--- config.mk ---
export PLATFORM = sky130hd
export DESIGN_NAME = timer_periph
export DESIGN_NICKNAME = d
export VERILOG_FILES = /design/src/rtl/timer_periph.sv
export SDC_FILE = /design/constraint.sdc
export NUM_CORES = 1
export LEC_CHECK = 0
export CAP_MARGIN = 5
export CORE_MARGIN = 1
export CORE_UTILIZATION = 55
export DETAILED_ROUTE_END_ITERATION = 10
export DONT_BUFFER_PORTS = 1
export GPL_TIMING_DRIVEN = 0
export PLACE_DENSITY = 0.7
export REMOVE_ABC_BUFFERS = 1
export SYNTH_ARGS = -nofsm -noshare
export SYNTH_HDL_FRONTEND = slang
export SYNTH_SLANG_ARGS = --single-unit
--- constraint.sdc ---
create_clock -name clk -period 3.59 [get_ports clk]
set_input_delay 0.718 -clock clk [delete_from_list [all_inputs] [get_ports clk]]
set_output_delay 0.718 -clock clk [all_outputs]
set_load 0.02 [all_outputs]
--- src/rtl/timer_periph.sv ---
// timer_periph: 32-bit prescaled timer/counter with compare-match level interrupt.
// Rev 1.0 - COUNT and CTRL/STATUS exposed as one 64-bit bus to the I/O read mux.
`timescale 1ns/1ps
`default_nettype none

module timer_periph #(
   parameter int T    = 32,
   parameter int PS_W = 8
) (
   input  logic             clk,
   input  logic             reset,
   input  logic             wr_en,
   input  logic [1:0]       wr_addr,
   input  logic [T-1:0]     wr_data,
   output logic [2*T-1:0]   dataout_bus,
   output logic             irq
);

   localparam logic [1:0] ADDR_COUNT   = 2'd0;
   localparam logic [1:0] ADDR_CTRL    = 2'd1;
   localparam logic [1:0] ADDR_COMPARE = 2'd2;

   logic [T-1:0]    count;
   logic [T-1:0]    compare;
   logic [PS_W-1:0] prescale;
   logic [PS_W-1:0] pre_cnt;
   logic            en;
   logic            auto_clr;
   logic            irq_en;
   logic            match;

   logic            wr_count;
   logic            wr_ctrl;
   logic            wr_compare;
   logic            tick;
   logic            hit;
   logic [T-1:0]    ctrl_status;

   assign wr_count   = wr_en && (wr_addr == ADDR_COUNT);
   assign wr_ctrl    = wr_en && (wr_addr == ADDR_CTRL);
   assign wr_compare = wr_en && (wr_addr == ADDR_COMPARE);

   assign tick = en && (pre_cnt == prescale);
   // Compare uses pre-edge count and compare, even if either is being written now.
   assign hit  = tick && (count == compare);

   always_ff @(posedge clk or posedge reset) begin
      if (reset) begin
         pre_cnt <= '0;
      end else if (wr_ctrl || !en || tick) begin
         pre_cnt <= '0;
      end else begin
         pre_cnt <= pre_cnt + 1'b1;
      end
   end

   always_ff @(posedge clk or posedge reset) begin
      if (reset) begin
         count <= '0;
      end else if (wr_count) begin
         count <= wr_data;
      end else if (tick) begin
         count <= (hit && auto_clr) ? '0 : count + 1'b1;
      end
   end

   always_ff @(posedge clk or posedge reset) begin
      if (reset) begin
         compare <= '1;
      end else if (wr_compare) begin
         compare <= wr_data;
      end
   end

   always_ff @(posedge clk or posedge reset) begin
      if (reset) begin
         en       <= 1'b0;
         auto_clr <= 1'b0;
         irq_en   <= 1'b0;
         prescale <= '0;
      end else if (wr_ctrl) begin
         en       <= wr_data[0];
         auto_clr <= wr_data[1];
         irq_en   <= wr_data[2];
         prescale <= wr_data[8+PS_W-1:8];
      end
   end

   // A match set by a tick wins over a simultaneous write-1-to-clear.
   always_ff @(posedge clk or posedge reset) begin
      if (reset) begin
         match <= 1'b0;
      end else if (hit) begin
         match <= 1'b1;
      end else if (wr_ctrl && wr_data[3]) begin
         match <= 1'b0;
      end
   end

   always_comb begin
      ctrl_status              = '0;
      ctrl_status[0]           = en;
      ctrl_status[1]           = auto_clr;
      ctrl_status[2]           = irq_en;
      ctrl_status[3]           = match;
      ctrl_status[8+PS_W-1:8]  = prescale;
   end

   assign dataout_bus = {ctrl_status, count};
   assign irq         = match & irq_en;

endmodule

`default_nettype wire

=== After elaboration in Yosys (flattened, before gate mapping) ===
Cells that the tools add are included.
W data, S select, Z words.

* Add/sub/neg operators: 2
* Equality and inequality tests: 4
* Muxes and demuxes: 6
* Bitwise gates (word level): 1
* Reduce and logical (&&, ||, !) cells: 13

{| class="wikitable"
|+ Operator list
! kind !! number
|-
| $mux W32 || 3
|-
| $add A32 B1 Y32 const B || 1
|-
| $eq A32 B32 Y1 || 1
|-
| $add A8 B1 Y8 const B || 1
|-
| $eq A8 B8 Y1 || 1
|-
| $mux W8 || 1
|-
| $logic_and A1 B1 Y1 || 7
|-
| $reduce_bool A2 Y1 || 2
|-
| $eq A2 B1 Y1 const B || 1
|-
| $eq A2 B2 Y1 const B || 1
|-
| $logic_not A2 Y1 || 1
|-
| $logic_or A1 B1 Y1 || 2
|-
| $mux W1 || 2
|-
| $and A1 B1 Y1 || 1
|-
| $logic_not A1 Y1 || 1
|}

* Register bits after elaboration: 84
* Input port bits: 37
* Output and inout port bits: 65
* Logic and storage cells: 34

=== Depth between registers and ports, before layout ===
Gate-level depths: netlist (run 1).

* Depth in word-level cells: 7
* Mapped depth: 8
* Mapped depth without buffers: 7

=== Least setup slack after synthesis (run 1) ===
OpenSTA, ideal clock, no wires.

* Path type: register to register
* Start point: register count[19]
* End point: register count[3]
* Setup time: 0.139 ns
* Data arrival time: 1.968 ns
* Data required time: 3.451 ns
* Setup slack: 1.484 ns
* Stages on the path, launching flop included: 9
* Buffers on the path: 2
* Period minus slack after synthesis: 2.106 ns
* Path through: dfrtp_1 > clkbuf_1 > xnor2_1 > nand4_1 > nor4_1 > nand4_1 > clkbuf_1 > o21ai_0 > a22oi_1

* Word-level cells in the longest chain between the ends: 6

{| class="wikitable"
|+ Ends and longest elaborated chain
! what !! line !! text
|-
| from (decl) || 23 || <nowiki>logic [T-1:0] count;</nowiki>
|-
| from (signal assigned) || 61 || <nowiki>count <= wr_data;</nowiki>
|-
| from (signal assigned) || 63 || <nowiki>count <= (hit && auto_clr) ? '0 : count + 1'b1;</nowiki>
|-
| $eq A32 B32 Y1 || 45 || <nowiki>assign hit = tick && (count == compare);</nowiki>
|-
| $logic_and A1 B1 Y1 || 45 ||
|-
| $logic_and A1 B1 Y1 || 63 ||
|-
| $mux W32 || 63 ||
|-
| $mux W32 || 62 || <nowiki>end else if (tick) begin</nowiki>
|-
| $mux W32 || 60 || <nowiki>end else if (wr_count) begin</nowiki>
|}

Every way passes these cells. The select of a mux whose other input is x is not followed.
A chain may end at the register's enable or synchronous reset.

=== Worst setup path in the final report (run 1) ===
* Start point: register prescale[7]
* End point: register count[19]

* Word-level cells in the longest chain between the ends: 7
* Elaborated cells on any way between the ends: 8
* Those cells by class: eq/ne (1); mux (3); reduce/logical (4)

{| class="wikitable"
|+ Ends and longest elaborated chain
! what !! line !! text
|-
| from (decl) || 25 || <nowiki>logic [PS_W-1:0] prescale;</nowiki>
|-
| from (signal assigned) || 85 || <nowiki>prescale <= wr_data[8+PS_W-1:8];</nowiki>
|-
| $eq A8 B8 Y1 (*) || 43 || <nowiki>assign tick = en && (pre_cnt == prescale);</nowiki>
|-
| $logic_and A1 B1 Y1 (*) || 43 ||
|-
| $logic_and A1 B1 Y1 || 45 ||
|-
| $logic_and A1 B1 Y1 || 63 ||
|-
| $mux W32 || 63 ||
|-
| $mux W32 || 62 ||
|-
| $mux W32 || 60 ||
|}

Every way passes the cells marked *; elsewhere a longest branch is shown, timed or not. The select of a mux whose other input is x is not followed.

==> flow_summary_export.csv, run 1 <==
group,metric,value,unit
setup_path,cp-startpoint,"prescale[7]",
cells_and_area,stdcell_area,0.00515,sq mm
global_route,grt_util_all_layers,0.262,
setup_path,critical_path_class,"reg2reg",
setup_path,arrival,3400,ps
power,leakagePower,2.02,nW
min_path,min_path_type,"in2async",
global_route,grt-ovfl-total,0,
yosys,ys_types,45,
global_route,grt_antenna_before_repair,0,
floorplanning,start_util,0.563,
power,peakVddDrop,0.290,mV
detailed_routing,vias_per_cell,6.13,
timing,final-setup-viol-count,0,
setup_path,start_kind,"flop",
cells_and_area,stdcell_count,609,
power,powerDensity,522,mW/mm^2
floorplanning,dieArea,0.00927,sq mm
run,cap_viol_max_count,0,
timing,hold_viol_final,0,
setup_path,cp_cell_sequence,"xnor2_1 > nand4_1 > nor3_1 > nand4_1 > a221oi_1 > a21oi_1",
global_route,grt_max_degree,71,
detailed_routing,antenna_left,0,
yosys,yosys_warnings,0,
setup_path,slowest_stage,"nand4_1",
floorplanning,ioPinCount,102,
clocking,cts_tree,"done",
setup_path,ff2ff_setup_slack,430,ps
timing,finClkSkew,13.5,ps
clocking,post_cts_buffers,0,
timing,rsz0062_at_grt,"false",
clocking,cts_buffers,9,
clocking,cts.sinks,84,
setup_path,timing.rr.start,"prescale[7]",
setup_path,cpMostUsedCell,"nand4_1",
cells_and_area,antenna_cells,0,
floorplanning,core,0.00868,sq mm
timing,report.final.slew_viol_count,0,
setup_path,critPathTopFamily,"simple AND/OR/NAND/NOR gates",
placed_design,port_buffers,0,
detailed_routing,drt_first_iter_violations,231,
yosys,synth-edff-count,0,
timing,final.setup.tns,0,ps
yosys,netlist_area,0.00489,sq mm
floorplanning,fp.dieH,96.3,microns
floorplanning,rows,34,
yosys,ys_ff_latch,84,
timing,finalCritPeriodShare,0.881,
timing,max_freq,316,MHz
yosys,synth-seq-area-share,0.438,
yosys,async_flop_share,1.00,
clocking,htreeDepth,3,
setup_path,path_buf_inv,0,
cells_and_area,nets,535,
detailed_routing,wl_per_cell,19.1,microns
global_route,grt_pass1_wl,18000,microns
global_route,grt_pass1_vias,3599,
setup_path,critPathCaptureType,"flop",
detailed_routing,drt_pre_antenna_iters,4,
yosys,postSynthAreaPerCell,9.51,sq um
status,status,"completed",
cells_and_area,area_growth,5.32,%
clocking,cts_root_buffer,"clkbuf_8",
detailed_routing,drt-total-wl,11600,microns
yosys,netlist_instances,514,
placed_design,dpl_cell_area,0.00488,sq mm
detailed_routing,vias,3736,
yosys,ys.flop_type,"dfrtp_1",
timing,period_needed,3160,ps
timing,max_slew_margin,0.407,
cells_and_area,drive_gt1_frac,0.208,
timing,worst_pin_slew,883,ps
floorplanning,die_w,96.3,microns
detailed_routing,post-route-drc-count,0,
placed_design,place_hpwl,8150,microns
setup_path,slowest_delay,790,ps
setup_path,cp.required,3830,ps
setup_path,cp_max_fo,13,
clocking,clock_path_buffers,2,
clocking,path_clk_slew,90,ps
clocking,clk_latency,360,ps
placed_design,dpl.cell_count,592,
placed_design,gp_congestion,0.804,
[layout make-up]
| type | count | area [sq um] |
|---|---|---|
| fill | 742 | 3530 |
| multi-input combinational | 392 | 2500 |
| sequential | 84 | 2140 |
| clock buffer | 11 | 151 |
| tap | 108 | 135 |
| clock inverter | 5 | 108 |
| timing repair buffer | 5 | 92.6 |
| inverter | 4 | 17.5 |
[sequential cells by signal, summed over array words and instances, names as in the netlist]
register and cells:
irq_en 1, prescale 8, count 32, compare 32
pre_cnt 8, match 1, en 1, auto_clr 1
[layer usage]
layer | global-route usage | wire length (microns)
met1 | 0.331 | 4770
met2 | 0.430 | 5680
met3 | 0.0624 | 1000
met4 | 0.112 | 172
met5 | 0 | 0
[per-stage QoR]
stage | utilization | hold slack, ps | power [mW] | setup slack (ps)
floorplan | - | 468 | 1.71 | 617
global placement | 0.551 | 475 | 1.82 | -900
detailed placement | 0.563 | 487 | 1.85 | 206
CTS | 0.593 | 139 | 2.70 | 168
global route | 0.593 | 150 | 2.81 | 198
finish | 0.593 | 149 | 2.69 | 426
[timing repair]
| item | in CTS | in global routing |
|---|---|---|
| hold endpoints to repair | 0 | 0 |
| hold buffers | 0 | 0 |
| setup endpoints to repair | 0 | 8 |
| gates resized for setup | 0 | 0 |
[report_power, final]
part           switching [mW]  leakage, nW  total, mW  internal (mW)
sequential              0.208        0.898       1.33           1.12
clock                   0.355        0.130      0.858          0.503
combinational           0.251        0.988      0.503          0.251
total                   0.814         2.02       2.69           1.87
[cells in the final DEF (no fill, tap or decap), drive strengths merged, types with 3 or more instances in the layout]
master	instances
bufinv	3
nor2b	6
nand3	28
nor3	15
nand2	24
a21oi	47
conb	20
clkbuf	11
dfstp	32
a31oi	7
and3	9
mux2	42
xnor2	43
buf	5
dfrtp	52
xor2	5
o21a	4
nand4	18
nor4	7
a21bo	3
nor2	44
inv	4
o21ai	28
and4	4
nor3b	4
and2	16
[cell usage after synthesis (all sizes together), types with 4 or more instances]
library cell	number	area share
inv	4	0.0031
nor3b	4	0.0061
nor3	15	0.015
o21ai	28	0.029
nand4	17	0.022
a31oi	7	0.0090
nor4	7	0.0090
buf	35	0.049
nor2	44	0.034
nor2b	6	0.0077
and3	9	0.012
xor2	5	0.0090
nand2	24	0.018
a21oi	47	0.048
dfrtp	52	0.27
xnor2	43	0.077
clkbuf	19	0.015
o21a	4	0.0061
and4	4	0.0082
mux2	42	0.097
dfstp	32	0.17
nand3	28	0.030
and2	16	0.020
[cells by family (layout without fill, tap and decap cells)]
group / after synthesis / after routing / synth area share
AOI/OAI and AO/OA: 93 / 93 / 0.105
xor gates and xnor gates: 48 / 48 / 0.0860
adders and majority gates: 2 / 2 / 0.00512
buffers and inverters: 58 / 25 / 0.0668
DFF: 84 / 84 / 0.438
muxes: 42 / 42 / 0.0967
other: 1 / 20 / 0.000767
and+or+nand+nor: 186 / 187 / 0.202
[path summary, 6_finish.rpt]
| path | cells after the start | to |
|---|---|---|
| worst max-delay path | 6 | count[19] |
| worst min-delay path | 1 | prescale[3] |
| worst max register to register | 6 | count[19] |
| worst min register to register | 2 | compare[3] |
| max in group asynchronous | 2 | compare[29] |
| min in group clk | 2 | count[10] |
Note: power is estimated with default switching activity, not from simulation.
==> run 2, diff against run 1 <==
- CORE_UTILIZATION: 55 -> 35
- PLACE_DENSITY: 0.7 -> unset
==> run 2 against run 1 <==
Effect of this change: maximum frequency shrank 2.5%; highest routed layer unchanged; die area up 56%; final area rose by 2.8%; clock power grew 9.3%; worst setup slack worse by 82 ps; combinational power grew 1%; sequential share of layout area fell by 1.1 points; clock skew is 5.2 ps lower; power increased by 3.6%; utilization shrank 20 points.
==> flow_summary_export.csv, run 2 (synthesis gave the netlist of run 1 again) <==
group,metric,value,unit
setup_path,cp_max_fo,13,
timing,worst_pin_slew,952,ps
cells_and_area,reg.largest.list,"compare x32, count x32",
setup_path,cp.required,3810,ps
setup_path,timing.rr.start,"prescale[3]",
clocking,htreeDepth,3,
clocking,cts_tree,"done",
run,cap_viol_max_count,0,
cells_and_area,nets,535,
timing,rsz0062_at_grt,"false",
setup_path,path_buf_inv,0,
timing,hold_viol_final,0,
setup_path,slowest_delay,850,ps
min_path,min_path_type,"in2async",
power,sw_frac_of_total,0.306,
power,peakVddDrop,0.355,mV
clocking,cts_buffers,9,
power,seq_power_share,0.480,
clocking,clk_latency,340,ps
cells_and_area,drive_gt1_frac,0.204,
setup_path,start_kind,"flop",
status,status,"completed",
setup_path,ff2ff_setup_slack,340,ps
floorplanning,start_util,0.363,
floorplanning,rows,42,
clocking,post_cts_buffers,0,
detailed_routing,drt_first_iter_violations,290,
power,leakagePower,2.03,nW
cells_and_area,area_growth,8.24,%
clocking,clock_path_buffers,2,
global_route,grt_max_degree,59,
setup_path,critPathCaptureType,"flop",
cells_and_area,layout_commonest_cell,"dfrtp_1",
setup_path,cp-startpoint,"prescale[3]",
global_route,grt_pass1_wl,20400,microns
clocking,cts.sinks,84,
cells_and_area,final_cell_mix,"52 x dfrtp_1, 47 x a21oi_1, 44 x nor2_1, 43 x xnor2_1, 42 x mux2_2",
setup_path,arrival,3470,ps
power,p_int,1.93,mW
timing,max_slew_margin,0.360,
timing,max_freq,308,MHz
floorplanning,fp.dieH,120,microns
clocking,postCtsHoldBufs,0,
timing,final.setup.tns,0,ps
placed_design,place_hpwl,9020,microns
timing,report.final.slew_viol_count,0,
placed_design,dpl_cell_area,0.00499,sq mm
setup_path,critPathTopFamily,"simple AND/OR/NAND/NOR gates",
detailed_routing,vias_per_cell,5.42,
global_route,grt-ovfl-total,0,
clocking,path_clk_slew,70,ps
power,p_comb_frac,0.183,
timing,finClkSkew,8.35,ps
global_route,grt_antenna_before_repair,0,
setup_path,critical_path_class,"reg2reg",
cells_and_area,antenna_cells,0,
setup_path,cpMostUsedCell,"nand4_1",
clocking,cts_resized,0,
power,power.switching,852,uW
detailed_routing,drt-total-wl,12900,microns
detailed_routing,vias,3671,
cells_and_area,stdcell_area,0.00529,sq mm
detailed_routing,wl_per_cell,19.0,microns
power,powerDensity,526,mW/mm^2
power,pwr-share-clk,0.337,
detailed_routing,drt_pre_antenna_iters,4,
timing,final-setup-viol-count,0,
timing,finalCritPeriodShare,0.904,
timing,period_needed,3250,ps
global_route,grt_util_all_layers,0.186,
floorplanning,ioPinCount,102,
clocking,cts_root_buffer,"clkbuf_16",
detailed_routing,post-route-drc-count,0,
setup_path,cp_cell_sequence,"xnor2_1 > nand4_1 > nor3_1 > nand4_1 > a221oi_1 > a21oi_1",
placed_design,gp_congestion,0.854,
global_route,grt_pass1_vias,3566,
floorplanning,dieArea,0.0144,sq mm
placed_design,port_buffers,0,
setup_path,slowest_stage,"nand4_1",
detailed_routing,antenna_left,0,
floorplanning,core,0.0135,sq mm
floorplanning,die_w,120,microns
==> run 2: power by group through the flow <==
stage                     Clock, mW  Sequential [mW]  Combinational [mW]
after floorplan                   0             1.30               0.407
after global placement            0             1.34               0.487
after detailed placement          0             1.35               0.509
after CTS                     0.958             1.34               0.511
after global routing          0.997             1.36               0.567
final                         0.938             1.34               0.508
==> run 2: worst register-to-register path, cell delays in order, from the launching register on <==
cell and delay [ps]:
dfrtp_1 490, xnor2_1 260, nand4_1 150, nor3_1 790, nand4_1 850, a221oi_1 480
a21oi_1 110
==> run 2: layer usage <==
metal | share of wire | global-route usage | vias to the layer above
li1 | - | - | 1736
met1 | 0.44 | 0.247 | 1793
met2 | 0.46 | 0.288 | 134
met3 | 0.091 | 0.0675 | 8
met4 | 0.0062 | 0.0445 | 0
met5 | 0 | 0 | -
==> run 2: final cells by class <==
type	count	area, sq um
well taps	176	220
flip-flops and latches	84	2140
fillers	1368	8160
clock inverters	4	50.0
inverters	4	17.5
multi-input cells	392	2500
clock buffers	12	246
repair buffers	5	113
==> run 2: path summary, 6_finish.rpt <==
check / to / cells past startpoint
max: count[19] / 6
min in group clk: compare[3] / 2
max in group asynchronous: compare[17] / 2
max reg2reg: count[19] / 6
min reg2reg: compare[3] / 2
min: count[13] / 1
==> run 2: stage by stage <==
step	power [mW]	util	instances	hold slack, ps	setup slack (ps)
final	2.78	0.393	677	273	343
after global routing	2.92	0.393	677	292	35.9
after CTS	2.81	0.393	677	280	263
after detailed placement	1.86	0.371	660	481	-62.4
after global placement	1.83	0.362	655	479	-1080
after floorplan	1.71	-	479	468	617
==> run 3, diff against run 2 <==
- CAP_MARGIN: 5 -> unset
- CTS_BUF_LIST: unset -> sky130_fd_sc_hd__clkbuf_4
==> run 3 against run 2 <==
Effect of this change: utilization shrank 1.2 points; critical path depth is the same; largest cell class unchanged; critical endpoint unchanged; clock-buffer cell count shrank 1.
==> flow_summary_export.csv, run 3 (synthesis gave the netlist of run 1 again) <==
group,metric,value,unit
power,p_int,1.60,mW
run,cap_viol_max_count,0,
setup_path,critPathCaptureType,"flop",
setup_path,start_kind,"flop",
clocking,clock_path_buffers,2,
detailed_routing,drt_first_iter_violations,261,
clocking,cts.sinks,84,
cells_and_area,antenna_cells,0,
global_route,grt_util_all_layers,0.186,
timing,max_freq,302,MHz
timing,finalCritPeriodShare,0.921,
detailed_routing,post-route-drc-count,0,
timing,max_slew_margin,0.333,
clocking,cts_buffers,9,
clocking,clk_latency,470,ps
min_path,min_path_type,"in2async",
floorplanning,dieArea,0.0144,sq mm
detailed_routing,antenna_left,0,
clocking,post_cts_buffers,0,
floorplanning,fp.dieH,120,microns
timing,rsz0062_at_grt,"false",
clocking,htreeDepth,3,
placed_design,gp_congestion,0.854,
cells_and_area,final_cell_mix,"52 x dfrtp_1, 47 x a21oi_1, 44 x nor2_1, 43 x xnor2_1, 42 x mux2_2",
global_route,grt-ovfl-total,0,
detailed_routing,wl_per_cell,19.1,microns
setup_path,arrival,3670,ps
floorplanning,ioPinCount,102,
power,pwr-share-clk,0.236,
global_route,grt_pass1_wl,20300,microns
floorplanning,core,0.0135,sq mm
power,p_comb_frac,0.211,
global_route,grt_antenna_before_repair,0,
power,seq_power_share,0.553,
timing,whs,134,ps
clocking,cts_root_buffer,"clkbuf_4",
timing,hold_viol_final,0,
timing,worst_pin_slew,993,ps
cells_and_area,reg.largest.list,"compare x32, count x32",
clocking,postCtsHoldBufs,0,
setup_path,cp.required,3960,ps
power,sw_frac_of_total,0.338,
setup_path,cp_max_fo,13,
floorplanning,start_util,0.363,
setup_path,critical_path_class,"reg2reg",
global_route,grt_max_degree,59,
power,peakVddDrop,0.309,mV
placed_design,place_hpwl,9020,microns
clocking,path_clk_slew,150,ps
clocking,cts_resized,0,
cells_and_area,drive_gt1_frac,0.206,
timing,finClkSkew,22.2,ps
status,status,"completed",
floorplanning,rows,42,
detailed_routing,vias_per_cell,5.43,
cells_and_area,layout_commonest_cell,"dfrtp_1",
cells_and_area,area_growth,4.96,%
detailed_routing,drt-total-wl,12900,microns
floorplanning,die_w,120,microns
power,powerDensity,470,mW/mm^2
clocking,cts_tree,"done",
power,power.switching,814,uW
power,power,2.41,mW
global_route,grt_pass1_vias,3524,
timing,period_needed,3310,ps
placed_design,port_buffers,0,
timing,report.final.slew_viol_count,0,
power,leakagePower,1.96,nW
detailed_routing,drt_pre_antenna_iters,4,
timing,final-setup-viol-count,0,
cells_and_area,nets,535,
detailed_routing,vias,3675,
run 3: cell types whose count changed in the layout (fill, tap and decap cells not counted), sizes merged:
| cell | previous run | this run |
|---|---|---|
| clkinv | 1 | 2 |
| clkbuf | 12 | 11 |
run 3: power groups by stage:
stage / logic [mW] / registers (mW) / clock network, mW
finish: 0.508 / 1.33 / 0.568
global route: 0.567 / 1.36 / 0.623
CTS: 0.511 / 1.34 / 0.579
detailed placement: 0.509 / 1.35 / 0
global placement: 0.487 / 1.34 / 0
floorplan: 0.407 / 1.30 / 0
run 3: metal layers:
| layer | vias to the layer above | GRT usage | routed length (microns) |
|---|---|---|---|
| met5 | - | 0 | 0 |
| met1 | 1797 | 0.246 | 5840 |
| li1 | 1732 | - | - |
| met4 | 0 | 0.0469 | 132 |
| met3 | 10 | 0.0717 | 1070 |
| met2 | 136 | 0.285 | 5870 |
run 3: area by class of cell:
class	instances	area (sq um)
tap	176	220
multi-input combinational	392	2500
timing repair buffer	5	113
clock inverter	5	53.8
inverter	4	17.5
fill	1383	8320
clock buffer	11	82.6
sequential	84	2140
run 3: path summary, 6_finish.rpt:
check / startpoint / to / slack, ps / cells past startpoint
max in group asynchronous: reset / compare[17] / 2790 / 2
min in group clk: wr_data[9] / count[9] / 380 / 2
max reg2reg: prescale[3] / count[19] / 280 / 6
min reg2reg: compare[3] / compare[3] / 500 / 2
max: prescale[3] / count[19] / 280 / 6
min: reset / count[22] / 130 / 1
run 3: stage by stage:
| stage | utilization | area [sq um] | worst slack [ps] | cells | TNS, ps |
|---|---|---|---|---|---|
| floorplan | - | 4650 | 617 | 479 | 0 |
| global placement | 0.362 | 4870 | -1080 | 655 | -29830 |
| detailed placement | 0.371 | 4990 | -62.4 | 660 | -62.4 |
| CTS | 0.382 | 5130 | 260 | 677 | 0 |
| global route | 0.382 | 5130 | 98.1 | 677 | 0 |
| finish | 0.382 | 5130 | 283 | 677 | 0 |
run 3: critical path, stage by stage (launching register included):
cell      delay (ps)
dfrtp_1          520
xnor2_1          260
nand4_1          150
nor3_1           820
nand4_1          870
a221oi_1         480
a21oi_1          110
